--- config.mk ---
export PLATFORM = sky130hd
export DESIGN_NAME = sdram_arbiter_flat
export DESIGN_NICKNAME = d
export VERILOG_FILES = /design/src/rtl/sdram_arbiter_if.sv /design/src/rtl/sdram_arbiter.sv /design/src/flat_wrapper.sv
export SDC_FILE = /design/constraint.sdc
export NUM_CORES = 1
export LEC_CHECK = 0
export ABC_CLOCK_PERIOD_IN_PS = 1800
export BUFFER_PORTS_ARGS = -buffer_cell sky130_fd_sc_hd__buf_2
export CORE_MARGIN = 3
export CORE_UTILIZATION = 51
export DETAILED_ROUTE_END_ITERATION = 10
export PLACE_DENSITY_LB_ADDON = 0.12
export REMOVE_ABC_BUFFERS = 1
export SYNTH_ARGS = -nofsm -noshare
export SYNTH_HDL_FRONTEND = slang
export SYNTH_SLANG_ARGS = --single-unit
--- constraint.sdc ---
create_clock -name clk -period 1.8 [get_ports clk]
set_input_delay 0.18 -clock clk [delete_from_list [all_inputs] [get_ports clk]]
set_output_delay 0.18 -clock clk [all_outputs]
set_load 0.02 [all_outputs]
--- src/rtl/sdram_arbiter_if.sv ---
// One request/acknowledge channel into or out of the SDRAM arbiter; the requester uses master, the servicing side uses slave.
// Purely combinational wiring: no latency and no backpressure of its own beyond the cs/ack pulse protocol.
interface sdram_arbiter_if #(
   parameter int DATA_BITS = 32,
   parameter int ADDR_BITS = 24
);
   logic                   cs;
   logic                   read0_write1;
   logic [DATA_BITS/8-1:0] byteenable;
   logic [ADDR_BITS-1:0]   addr;
   logic [DATA_BITS-1:0]   write_data;
   logic                   ack;
   logic [DATA_BITS-1:0]   read_data;

   modport master (
      output cs, read0_write1, byteenable, addr, write_data,
      input  ack, read_data
   );

   modport slave (
      input  cs, read0_write1, byteenable, addr, write_data,
      output ack, read_data
   );
endinterface

--- src/rtl/sdram_arbiter.sv ---
// Two-port arbiter serialising latched requests onto one SDRAM controller; SDRAM_ARB_FIXED_PRIORITY_EN selects fixed priority (port 0 wins ties).
// Issue latency 2 cycles from pN_cs, pN_ack in the same cycle as mem_ack; one outstanding transaction, a pN_cs while that port is pending is dropped.
module sdram_arbiter #(
   parameter int DATA_BITS = 32,
   parameter int ADDR_BITS = 24
) (
   input  logic            clk,
   input  logic            reset_n,
   input  logic            sync_reset,
   sdram_arbiter_if.slave  p0,
   sdram_arbiter_if.slave  p1,
   sdram_arbiter_if.master mem,
   output logic            busy,
   output logic            grant
);
   localparam int BE_BITS = DATA_BITS / 8;

   typedef enum logic [1:0] {IDLE, ISSUE, WAIT_ACK} state_t;

   state_t               r_state;
   logic                 r_grant;
   logic [1:0]           r_pend;
   logic                 r_rw   [2];
   logic [BE_BITS-1:0]   r_be   [2];
   logic [ADDR_BITS-1:0] r_addr [2];
   logic [DATA_BITS-1:0] r_wd   [2];

   logic                 r_mem_cs;
   logic                 r_mem_rw;
   logic [BE_BITS-1:0]   r_mem_be;
   logic [ADDR_BITS-1:0] r_mem_addr;
   logic [DATA_BITS-1:0] r_mem_wd;

   logic [1:0]           w_cs;
   logic [1:0]           w_ack;
   logic                 w_rw   [2];
   logic [BE_BITS-1:0]   w_be   [2];
   logic [ADDR_BITS-1:0] w_addr [2];
   logic [DATA_BITS-1:0] w_wd   [2];
   logic                 w_win;

   assign w_cs      = {p1.cs, p0.cs};
   assign w_rw[0]   = p0.read0_write1;
   assign w_rw[1]   = p1.read0_write1;
   assign w_be[0]   = p0.byteenable;
   assign w_be[1]   = p1.byteenable;
   assign w_addr[0] = p0.addr;
   assign w_addr[1] = p1.addr;
   assign w_wd[0]   = p0.write_data;
   assign w_wd[1]   = p1.write_data;

   // Acks outside WAIT_ACK belong to no transaction of ours and are dropped.
   assign w_ack[0] = (r_state == WAIT_ACK) && mem.ack && !r_grant;
   assign w_ack[1] = (r_state == WAIT_ACK) && mem.ack &&  r_grant;

`ifdef SDRAM_ARB_FIXED_PRIORITY_EN
   assign w_win = (r_pend == 2'b11) ? 1'b0 : r_pend[1];
`else
   assign w_win = (r_pend == 2'b11) ? ~r_grant : r_pend[1];
`endif

   always_ff @(posedge clk or negedge reset_n) begin
      if (!reset_n) begin
         r_pend <= '0;
         for (int i = 0; i < 2; i++) begin
            r_rw[i]   <= 1'b0;
            r_be[i]   <= '0;
            r_addr[i] <= '0;
            r_wd[i]   <= '0;
         end
      end else if (sync_reset) begin
         r_pend <= '0;
      end else begin
         for (int i = 0; i < 2; i++) begin
            // A new request in the ack cycle re-arms the slot; otherwise a pending slot is never overwritten.
            if (w_cs[i] && (!r_pend[i] || w_ack[i])) begin
               r_pend[i] <= 1'b1;
               r_rw[i]   <= w_rw[i];
               r_be[i]   <= w_be[i];
               r_addr[i] <= w_addr[i];
               r_wd[i]   <= w_wd[i];
            end else if (w_ack[i]) begin
               r_pend[i] <= 1'b0;
            end
         end
      end
   end

   always_ff @(posedge clk or negedge reset_n) begin
      if (!reset_n) begin
         r_state    <= IDLE;
         r_grant    <= 1'b1;
         r_mem_cs   <= 1'b0;
         r_mem_rw   <= 1'b0;
         r_mem_be   <= '0;
         r_mem_addr <= '0;
         r_mem_wd   <= '0;
      end else if (sync_reset) begin
         r_state    <= IDLE;
         r_grant    <= 1'b1;
         r_mem_cs   <= 1'b0;
         r_mem_rw   <= 1'b0;
         r_mem_be   <= '0;
         r_mem_addr <= '0;
         r_mem_wd   <= '0;
      end else begin
         case (r_state)
            IDLE: begin
               if (|r_pend) begin
                  r_grant    <= w_win;
                  r_mem_cs   <= 1'b1;
                  r_mem_rw   <= r_rw[w_win];
                  r_mem_be   <= r_be[w_win];
                  r_mem_addr <= r_addr[w_win];
                  r_mem_wd   <= r_wd[w_win];
                  r_state    <= ISSUE;
               end
            end
            ISSUE: begin
               r_mem_cs <= 1'b0;
               r_state  <= WAIT_ACK;
            end
            WAIT_ACK: begin
               if (mem.ack) begin
                  r_state <= IDLE;
               end
            end
            default: begin
               r_mem_cs <= 1'b0;
               r_state  <= IDLE;
            end
         endcase
      end
   end

   assign mem.cs           = r_mem_cs;
   assign mem.read0_write1 = r_mem_rw;
   assign mem.byteenable   = r_mem_be;
   assign mem.addr         = r_mem_addr;
   assign mem.write_data   = r_mem_wd;

   assign p0.ack       = w_ack[0];
   assign p1.ack       = w_ack[1];
   assign p0.read_data = mem.read_data;
   assign p1.read_data = mem.read_data;

   assign busy  = (r_state != IDLE);
   assign grant = r_grant;
endmodule

--- src/flat_wrapper.sv ---
// flat-port wrapper written by rule: the top's interface ports become plain ports
module sdram_arbiter_flat 
#(
   parameter int DATA_BITS = 32,
   parameter int ADDR_BITS = 24
)
  (clk, reset_n, sync_reset, busy, grant, p0_cs, p0_read0_write1, p0_byteenable, p0_addr, p0_write_data, p0_ack, p0_read_data, p1_cs, p1_read0_write1, p1_byteenable, p1_addr, p1_write_data, p1_ack, p1_read_data, mem_cs, mem_read0_write1, mem_byteenable, mem_addr, mem_write_data, mem_ack, mem_read_data);
  sdram_arbiter_if #(.DATA_BITS(DATA_BITS), .ADDR_BITS(ADDR_BITS)) p0_i ();
  sdram_arbiter_if #(.DATA_BITS(DATA_BITS), .ADDR_BITS(ADDR_BITS)) p1_i ();
  sdram_arbiter_if #(.DATA_BITS(DATA_BITS), .ADDR_BITS(ADDR_BITS)) mem_i ();
  input  logic clk;
  input  logic reset_n;
  input  logic sync_reset;
  output logic busy;
  output logic grant;
  input wire logic [$bits(p0_i.cs)-1:0] p0_cs;
  input wire logic [$bits(p0_i.read0_write1)-1:0] p0_read0_write1;
  input wire logic [$bits(p0_i.byteenable)-1:0] p0_byteenable;
  input wire logic [$bits(p0_i.addr)-1:0] p0_addr;
  input wire logic [$bits(p0_i.write_data)-1:0] p0_write_data;
  output wire logic [$bits(p0_i.ack)-1:0] p0_ack;
  output wire logic [$bits(p0_i.read_data)-1:0] p0_read_data;
  input wire logic [$bits(p1_i.cs)-1:0] p1_cs;
  input wire logic [$bits(p1_i.read0_write1)-1:0] p1_read0_write1;
  input wire logic [$bits(p1_i.byteenable)-1:0] p1_byteenable;
  input wire logic [$bits(p1_i.addr)-1:0] p1_addr;
  input wire logic [$bits(p1_i.write_data)-1:0] p1_write_data;
  output wire logic [$bits(p1_i.ack)-1:0] p1_ack;
  output wire logic [$bits(p1_i.read_data)-1:0] p1_read_data;
  output wire logic [$bits(mem_i.cs)-1:0] mem_cs;
  output wire logic [$bits(mem_i.read0_write1)-1:0] mem_read0_write1;
  output wire logic [$bits(mem_i.byteenable)-1:0] mem_byteenable;
  output wire logic [$bits(mem_i.addr)-1:0] mem_addr;
  output wire logic [$bits(mem_i.write_data)-1:0] mem_write_data;
  input wire logic [$bits(mem_i.ack)-1:0] mem_ack;
  input wire logic [$bits(mem_i.read_data)-1:0] mem_read_data;
  assign p0_i.cs = p0_cs;
  assign p0_i.read0_write1 = p0_read0_write1;
  assign p0_i.byteenable = p0_byteenable;
  assign p0_i.addr = p0_addr;
  assign p0_i.write_data = p0_write_data;
  assign p0_ack = p0_i.ack;
  assign p0_read_data = p0_i.read_data;
  assign p1_i.cs = p1_cs;
  assign p1_i.read0_write1 = p1_read0_write1;
  assign p1_i.byteenable = p1_byteenable;
  assign p1_i.addr = p1_addr;
  assign p1_i.write_data = p1_write_data;
  assign p1_ack = p1_i.ack;
  assign p1_read_data = p1_i.read_data;
  assign mem_cs = mem_i.cs;
  assign mem_read0_write1 = mem_i.read0_write1;
  assign mem_byteenable = mem_i.byteenable;
  assign mem_addr = mem_i.addr;
  assign mem_write_data = mem_i.write_data;
  assign mem_i.ack = mem_ack;
  assign mem_i.read_data = mem_read_data;
  sdram_arbiter #(.DATA_BITS(DATA_BITS), .ADDR_BITS(ADDR_BITS)) u_core (.clk(clk), .reset_n(reset_n), .sync_reset(sync_reset), .p0(p0_i), .p1(p1_i), .mem(mem_i), .busy(busy), .grant(grant));
endmodule
==> flow_summary.toml <==
[outcome]
outcome = "finished, final reports clean"

[routing]
vias = 6430
drt_pass1_iterations = 4
drc_errors = 0
routed_via_density = 5.515
initialDrtViolationCount = 435
routedWlPerCell_um = 22.49
ant_nets = 0
routed_wl_um = 26230

[floorplanning]
die_w_um = 139.4
core_um2 = 17360
num_rows = 48
dieHeight_um = 139.4
start_util = 0.5225
io_pins = 290
die-area_um2 = 19420

[global_routing]
grt_pass1_wl_um = 40130
use_met2 = 0.3929
first_global_vias = 6911
met3_usage = 0.1093
overflow = 0
grt_max_degree = 68
grt.busiest_layer = "met2"
gr-usage-all-layers = 0.2659
globalRouteMet1Util = 0.3617
grt_antenna_before_repair = 0

[timing]
fin_setup_tns_ns = 0
min_period_over_period = 0.9623
hold_violations = 0
final-setup-viol-count = 0
drv_slew = 0
max_freq_mhz = 577.3
slew_headroom = 0.6545
skew_ns = 0.007043
hold_slack_ns = 0.01488
rsz0062_at_grt = "no"
postLayoutSetupSlackWorst_ns = 0.06790
finalCriticalPeriod_ns = 1.732
worst_slew_pin_slew_ns = 0.5182

[clock_tree]
numCtsBuffers = 17
clockBufferDepth = 2
path_clk_slew_ns = 0.06
cts-root-buf = "clkbuf_16"
cts_sinks = 189
htreeDepth = 4
cts_tree = "built"
clkLatencyLatePin_ns = 0.42

[yosys]
yosys_warnings = 0
synth_area_um2 = 9069
ys_async_sr_fraction = 1.000
ys_ff_latch = 189
synth-main-ff-cell = "dfrtp_1"
synth_edf_count = 0
ys_types = 29
synthCells = 700
ys_seq_area_frac = 0.5217
avgSynthCellArea_um2 = 12.96

[place]
io_buffer_count = 193
place_ws_ns = 0.03242
globalplace.congestion = 0.7439
dpl.hpwl_um = 16230
dpl_cell_area_um2 = 9818

[power]
ir_drop_mv = 0.7084
powerDensity_nw_per_um2 = 1031
power.leakage_nw = 5.331

[worst_setup_path]
crit_fanout = 15
path_class = "flip-flop to flip-flop"
crit_path_end_kind = "flip-flop"
cp.required_ns = 2.10
start_kind = "flip-flop"
crit_arrival_ns = 2.03

[cells_and_area]
antenna_cells = 0
fillers = 1299
synthToLayoutAreaGrowth_pct = 27.83
fin_nets = 1090
drive_gt1_frac = 0.4516
final_util = 0.6679
final_area_um2 = 11590

[hold_path]
worstHoldPathType = "input pin to flip-flop"

[run]
cap_violations = 0
==> synth_stat cells (3+ instances only) <==
| cell type | count | area, µm² |
|---|---|---|
| dfrtp_1 | 188 | 4705 |
| nand2_1 | 123 | 461.7 |
| a21oi_1 | 65 | 325.3 |
| buf_4 | 64 | 480.5 |
| mux2_4 | 60 | 900.9 |
| a311oi_2 | 59 | 885.9 |
| mux2_2 | 48 | 540.5 |
| clkbuf_1 | 30 | 112.6 |
| mux2_1 | 14 | 157.7 |
| buf_6 | 13 | 146.4 |
| buf_8 | 6 | 90.09 |
| buf_2 | 4 | 20.02 |
| inv_1 | 4 | 15.01 |
| nand2b_1 | 3 | 18.77 |
==> area by class of cell <==
type / count / area (µm²) / area share
clock buffer: 24 / 491.7 / 0.04242
clock inverter: 6 / 61.31 / 0.005289
inverter: 4 / 15.01 / 0.001295
multi-input combinational: 390 / 3488 / 0.3009
sequential: 189 / 4731 / 0.4081
tap: 225 / 281.5 / 0.02428
timing repair buffer: 328 / 2524 / 0.2177
==> worst paths after layout <==
check	startpoint	end	slack (ns)	cells after the start
setup / recovery	u_core.grant	u_core.r_rw[0]	0.07	5
hold / removal	p0_write_data[9]	u_core.r_wd[41]	0.01	2
setup reg to reg	u_core.grant	u_core.r_rw[0]	0.07	5
hold reg to reg	u_core.r_wd[36]	u_core.r_wd[36]	0.49	1
max in group asynchronous	reset_n	u_core.grant	1.01	3
min in group asynchronous	reset_n	u_core.r_wd[35]	0.18	2
==> what timing repair did <==
action / 4_1_cts / 5_1_grt
setup buffers: 0 / 4
endpoints found under the setup margin: 1 / 25
hold endpoints to repair: 293 / 1
pin swaps: 0 / 2
cloned: 1 / 3
hold buffers: 106 / 1
gates resized for setup: 0 / 0
==> worst max-delay path, stage by stage, from the launching register on <==
cell,delay [ns]
dfstp_2,0.59
nand4b_4,0.14
a21oi_4,0.21
buf_12,0.15
buf_12,0.18
mux2_2,0.34
==> power by group <==
part           internal, mW  leakage, nW  total [mW]  switching (mW)
logic                  1.48         2.75        2.95            1.46
registers              4.98         2.31        5.42           0.434
clock network          2.04        0.272        3.58            1.55
==> per-stage QoR <==
| stage | cells | power [mW] |
|---|---|---|
| finish | 1166 | 11.95 |
| floorplan | 583 | 7.128 |
| CTS | 1158 | 11.99 |
| global route | 1166 | 12.52 |
| detailed placement | 1021 | 8.160 |
| global placement | 1021 | 8.044 |
==> metal layers <==
layer  up-vias  wire, µm
met4         4       340
met3        30      2693
li1       2868         -
met2       297     11500
met5         -       140
met1      3231     11560
==> sequential cells by signal (all words and copies together) (netlist names) <==
name,cells
u_core.r_addr,48
u_core.r_state,2
u_core.r_rw,2
u_core.mem.addr,24
u_core.mem.byteenable,4
u_core.mem.read0_write1,1
u_core.r_pend,2
u_core.grant,1
u_core.r_wd,64
u_core.r_be,8
u_core.mem.cs,1
u_core.mem.write_data,32
==> cells by family after synthesis <==
kind of cell / after synthesis / synth area share
flip-flops: 189 / 0.5217
AND/OR/NAND/NOR: 136 / 0.06347
AO/OA/AOI/OAI: 132 / 0.1432
multiplexers: 122 / 0.1763
buffers and inverters: 121 / 0.09534
==> cell usage in the layout, fill, tap and decap left out, types with 2 or more instances in the layout <==
cell type	instances
a21oi_4	2
dfrtp_1	188
mux2_1	14
nor2b_1	2
a21oi_1	65
a311oi_2	59
nand2b_1	3
buf_12	15
nand2_1	123
clkbuf_8	5
dlygate4sd3_1	107
a311oi_1	2
clkbuf_16	20
mux2_4	60
buf_4	10
buf_2	191
clkbuf_1	3
mux2_2	48
clkinv_2	3
inv_1	4
nor2_1	2
No activity file was read; power rests on OpenSTA's default activity.
